File: src/rtl/mos_pkg.sv
// Shared 4-value encoding and switch-level device/resolution functions.
// Pure combinational helpers; no state, no flow control.
package mos_pkg;

    typedef logic [1:0] logic4_t;

    localparam logic4_t L0 = 2'b00;
    localparam logic4_t L1 = 2'b01;
    localparam logic4_t LZ = 2'b10;
    localparam logic4_t LX = 2'b11;

    // An undetermined gate may or may not conduct, so a floating source stays Z.
    function automatic logic4_t nmos_eval(input logic4_t gate, input logic4_t src);
        case (gate)
            L1:      return src;
            L0:      return LZ;
            default: return (src == LZ) ? LZ : LX;
        endcase
    endfunction

    function automatic logic4_t pmos_eval(input logic4_t gate, input logic4_t src);
        case (gate)
            L0:      return src;
            L1:      return LZ;
            default: return (src == LZ) ? LZ : LX;
        endcase
    endfunction

    function automatic logic4_t resolve2(input logic4_t a, input logic4_t b);
        if (a == LZ)
            return b;
        else if (b == LZ)
            return a;
        else if (a == b)
            return a;
        else
            return LX;
    endfunction

endpackage

File: src/rtl/mos_lane.sv
// One NMOS/PMOS pair sharing a drain: device evaluation plus drain resolution.
// Latency: combinational. Backpressure: none.
// Conflict flags only a hard 0-vs-1 fight; X against a driver is not a fight.
module mos_lane
    import mos_pkg::*;
(
    input  logic4_t gate_n,
    input  logic4_t src_n,
    input  logic4_t gate_p,
    input  logic4_t src_p,
    output logic4_t drain,
    output logic    conflict
);

    logic4_t n_out;
    logic4_t p_out;

    always_comb begin
        n_out    = nmos_eval(gate_n, src_n);
        p_out    = pmos_eval(gate_p, src_p);
        drain    = resolve2(n_out, p_out);
        conflict = ((n_out == L0) && (p_out == L1)) ||
                   ((n_out == L1) && (p_out == L0));
    end

endmodule

File: src/rtl/mos_switch_pair.sv
// Registered switch-level model of LANES complementary pairs; MOS_CONFLICT_CNT_EN adds a conflict counter.
// Latency: 1 cycle from inputs to drain/conflict. Backpressure: none, evaluates every edge.
// Reset is synchronous active-high and overrides evaluation.
module mos_switch_pair
    import mos_pkg::*;
#(
    parameter int LANES = 4
) (
    input  logic                 clk,
    input  logic                 rst,
    input  logic [2*LANES-1:0]   gate_n,
    input  logic [2*LANES-1:0]   src_n,
    input  logic [2*LANES-1:0]   gate_p,
    input  logic [2*LANES-1:0]   src_p,
    output logic [2*LANES-1:0]   drain,
    output logic [LANES-1:0]     conflict
`ifdef MOS_CONFLICT_CNT_EN
    ,
    output logic [7:0]           conflict_cnt
`endif
);

    logic [2*LANES-1:0] lane_drain;
    logic [LANES-1:0]   lane_conflict;

    for (genvar i = 0; i < LANES; i++) begin : g_lane
        mos_lane u_lane (
            .gate_n   (gate_n[2*i+1:2*i]),
            .src_n    (src_n[2*i+1:2*i]),
            .gate_p   (gate_p[2*i+1:2*i]),
            .src_p    (src_p[2*i+1:2*i]),
            .drain    (lane_drain[2*i+1:2*i]),
            .conflict (lane_conflict[i])
        );
    end

    always_ff @(posedge clk) begin
        if (rst) begin
            drain    <= {LANES{LZ}};
            conflict <= '0;
        end else begin
            drain    <= lane_drain;
            conflict <= lane_conflict;
        end
    end

`ifdef MOS_CONFLICT_CNT_EN
    // Counts conflicting edges, not conflicting lanes; sticks at 255.
    always_ff @(posedge clk) begin
        if (rst)
            conflict_cnt <= 8'd0;
        else if ((|lane_conflict) && (conflict_cnt != 8'hFF))
            conflict_cnt <= conflict_cnt + 8'd1;
    end
`endif

endmodule

File: config.mk
export PLATFORM = sky130hd
export DESIGN_NAME = mos_switch_pair
export DESIGN_NICKNAME = d
export VERILOG_FILES = /design/src/rtl/mos_pkg.sv /design/src/rtl/mos_lane.sv /design/src/rtl/mos_switch_pair.sv
export SDC_FILE = /design/constraint.sdc
export NUM_CORES = 1
export LEC_CHECK = 0
export CORE_MARGIN = 3
export CORE_UTILIZATION = 42
export CTS_BUF_LIST = sky130_fd_sc_hd__clkbuf_8
export CTS_CLUSTER_DIAMETER = 40
export CTS_CLUSTER_SIZE = 25
export DETAILED_ROUTE_END_ITERATION = 10
export PLACE_DENSITY_LB_ADDON = 0.15
export SYNTH_ARGS = -nofsm -noshare
export SYNTH_HDL_FRONTEND = slang
export SYNTH_HIERARCHICAL = 1
export SYNTH_SLANG_ARGS = --single-unit
File: constraint.sdc
create_clock -name clk -period 2.71 [get_ports clk]
set_input_delay 0.542 -clock clk [delete_from_list [all_inputs] [get_ports clk]]
set_output_delay 0.542 -clock clk [all_outputs]
set_load 0.1 [all_outputs]
After elaboration in Yosys (flattened, before gate mapping) --
Index checks and enable logic that the tools add are counted. W data, S select, Z words.
Word-level totals: register bits after elaboration 12, input bits 34, output and inout bits 12
Operators by class: eq/ne operators 36, multiplexer cells 28, reduce and logical (&&, ||, !) cells 28
Operators by type and width (number):
- $eq A2 B1 Y1 const B | 16
- $eq A2 B2 Y1 const B | 16
- $logic_not A2 Y1 | 16
- $pmux W2 S2 | 8
- $mux W2 | 12
- $eq A2 B2 Y1 | 4
- $logic_and A1 B1 Y1 | 8
- $mux W1 | 8
- $logic_or A1 B1 Y1 | 4

Depth between registers and ports, before layout --
depth in word-level cells 7, depth in mapped cells 7, gate-level depth less buffers 7

Cells and area by module --
The synthesis kept the hierarchy.
Modules (own cells, without submodules):
- mos_lane | cells each 18, instances 4, sequential area each 0.0 um2, area an instance 125.1 um2
- mos_switch_pair | cells each 25, instances 1, sequential area each 240.2 um2, area an instance 327.8 um2

Worst setup path before layout --
OpenSTA, ideal clock, no wires.
kind in2reg, start point input gate_n[1], end point register drain[1], required time 2.590 ns, cell stages on the path 7, setup slack 0.756 ns, setup time 0.120 ns, arrival time 1.834 ns, cell sequence o21ai_0 and2_1 ha_1 or3_1 a31oi_1 a31oi_1 or2_1
Between the ends: longest elaborated chain between the ends 6, elaborated cells between the ends (all ways) 8, those cells by class eq/ne (3); mux (4); reduce/logical (1)
RTL lines:
- start, declared | line mos_switch_pair.sv:11 | input logic [2*LANES-1:0] gate_n,
- $eq A2 B1 Y1 / $logic_not A2 Y1 (equally long branches) | line mos_pkg.sv:14 | case (gate)
- $pmux W2 S2 (*) | line mos_pkg.sv:14
- $eq A2 B2 Y1 | line mos_pkg.sv:34 | else if (a == b)
- $mux W2 | line mos_pkg.sv:34
- $mux W2 | line mos_pkg.sv:32 | else if (b == LZ)
- $mux W2 (*) | line mos_pkg.sv:30 | if (a == LZ)
- via lane_drain[1] | line mos_switch_pair.sv:23 | logic [2*LANES-1:0] lane_drain;
- end signal, assigned | line mos_switch_pair.sv:39 | drain <= {LANES{LZ}};
- end signal, assigned | line mos_switch_pair.sv:42 | drain <= lane_drain;
- end, declared | line mos_switch_pair.sv:15 | output logic [2*LANES-1:0] drain,
Mark *: on every way through the listed nets, which the timed path passes. The rest lies on a longest branch. A chain may end at the register's enable or synchronous reset.

Worst setup path in the final report --
start point input gate_n[5], end point register drain[5]
The elaborated chain is that of the path after synthesis.

==> reports/results.ini <==
[power_and_ir_drop]
irDropWorstVdd_uv = 347.7
power.density_nw_per_um2 = 420.8
total_power_uw = 557.0
leakage_uw = 0.0005088
seqPwrFrac_pct = 33.4
switching_share_pct = 29.40
p_comb_share_pct = 32.4
clkPwrFrac_pct = 34.2
p_int_uw = 393.2
power.net_switching_uw = 163.8

[timing]
whs_ns = 1.066
period_minus_slack_ns = 2.310
setup_ws_ns = 0.4004
timing_hold_violations_final = 0
tns_ns = 0
drv_slew = 0
setup_violations = 0
timing.final.crit_share_pct = 85.23
slew_headroom_pct = 74.02
max_slew.worst_pin.slew_ns = 0.3885
max_freq_mhz = 433.0
rsz0062_at_grt = false

[clock_network]
clock_sinks = 12
postCtsSetupBuffers = 0
ctsHoldBuffers = 0
htree_levels = 1
root_buffer = clkbuf_8
path_clk_slew_ns = 0.05
numCtsBuffers = 3
post_cts_resized = 0
cts_tree = done
clock_path_buffers = 2

[routing]
drt_iter0_markers = 13
drc = 0
routed_via_density = 5.053
drtAntennaViolNets = 0
via_count = 859
first_pass_iters = 4
wl_mm = 1.881
wl_per_cell_um = 11.06

[setup_path]
arrival_ns = 2.44
critPathKind = in2reg
endpoint_kind = flip-flop
cp_max_fo = 3
cp-start-kind = input pin
required_ns = 2.84

[floorplan]
initial_core_util_pct = 45.97
fp.dieW_um = 50.41
fp.dieH_um = 50.41
num_io_pins = 46
die_area_um2 = 2541
core_area_um2 = 1802
num_rows = 15

[place]
hpwl_mm = 1.606
io_buffers = 45
gp_congestion = 0.7957
pre_cts_ws_ns = 0.1402
place_inst = 166

[global_routing]
grtUsageTotal_pct = 14.89
antenna_found_initial = 0
grt_max_degree = 13
grt_overflow = 0
grt_pass1_wl_mm = 2.904
grt_pass1_vias = 717

[finish]
n_fill_cell = 146
nNetsFinal = 184
final_cell_mix = clkdlybuf4s50_1, dfxtp_1, nand2b_1, buf_4, nor2b_1
drive_above_1_share_pct = 19.31
layout_commonest_cell = clkdlybuf4s50_1
instances_no_fill = 170
diodes = 0
syn_to_final_growth_pct = 59.82

[yosys]
synth_compound_area_share_pct = 18.73
postSynthCellCount = 97
ys.warnings.count = 6
syn-num-nets = 135
mappedNetlistArea_um2 = 828.3
ys_seq_area_share_pct = 29.00
syn_avg_cell_area_um2 = 8.539
synth_xor_area_share_pct = 0
yosys.area_share.simple_pct = 43.05
synth.area.mux_share_pct = 0
ys_ff_latch = 12
synth_top_family_by_area = simple AND/OR/NAND/NOR gates
synth_cell_type_count = 19
synth_fa_ha_area_share_pct = 6.042

[flow_run]
maxCapViolCount = 0

[min_path]
hp-class = in2reg
hold_depth = 4

[run_status]
status = finished, final reports clean

## worst max-delay path, stage by stage
cell	delay [ns]
clkdlybuf4s50_1	0.44
o21ai_0	0.28
and2_1	0.20
ha_1	0.24
or3_1	0.31
a31oi_1	0.17
a31oi_1	0.06
or2_1	0.20
## through the flow
step,utilization (%),area (um^2)
floorplan,-,828.3
global placement,70.42,1269
detailed placement,70.42,1269
CTS,73.47,1324
global route,73.47,1324
finish,73.47,1324
## per-layer routing
layer / global-route usage, % / wire length [um] / up-vias
li1: - / - / 442
met2: 25.43 / 969 / 29
met5: 0 / 0 / -
met3: 5.935 / 143 / 3
met1: 16.55 / 748 / 385
met4: 5.381 / 19 / 0
## final timing paths
path                       from           to  slack, ns
worst max-delay path  gate_n[5]     drain[5]       0.40
worst min-delay path   src_p[0]  conflict[0]       1.07
## cells by family after synthesis
family	count (synthesis)
adders and majority gates	4
AOI/OAI and AO/OA	24
DFF	12
and+or+nand+nor	52
buffers and inverters	5
## power groups by stage
stage	Clock, uW	Sequential, uW	Combinational [uW]
2_1_floorplan	0	241	52.1
3_3_place_gp	0	189	177
3_5_place_dp	0	189	180
4_1_cts	196	186	182
5_1_grt	206	186	194
6_report	190	186	181
## sequential cells by signal, summed over array words and instances (netlist names)
| register | flops |
|---|---|
| drain | 8 |
| conflict | 4 |
## synthesized netlist by cell type (all sizes together)
library cell  instances  area [um^2]
a31oi                 8        50.05
or2                   4        25.02
and2                  4        25.02
a21o                  4        30.03
a21oi                 8        55.05
nand2b               12        75.07
inv                   4        15.01
or4                   4        45.04
o21ai                 4        20.02
and2b                 1        7.510
nand3                 4        20.02
nor2b                11        68.82
or3b                  4        45.04
or3                   4        25.02
buf                   1        11.26
ha                    4        50.05
nor3                  4        20.02
dfxtp                12        240.2
## cell type report
class	instances	area [um^2]	share of cell area, %
tap	25	31.28	2.363
multi-input combinational	80	561.8	42.44
timing repair buffer	45	420.4	31.76
clock buffer	4	55.05	4.159
inverter	4	15.01	1.134
sequential	12	240.2	18.15
(Power assumes the default switching activity.)
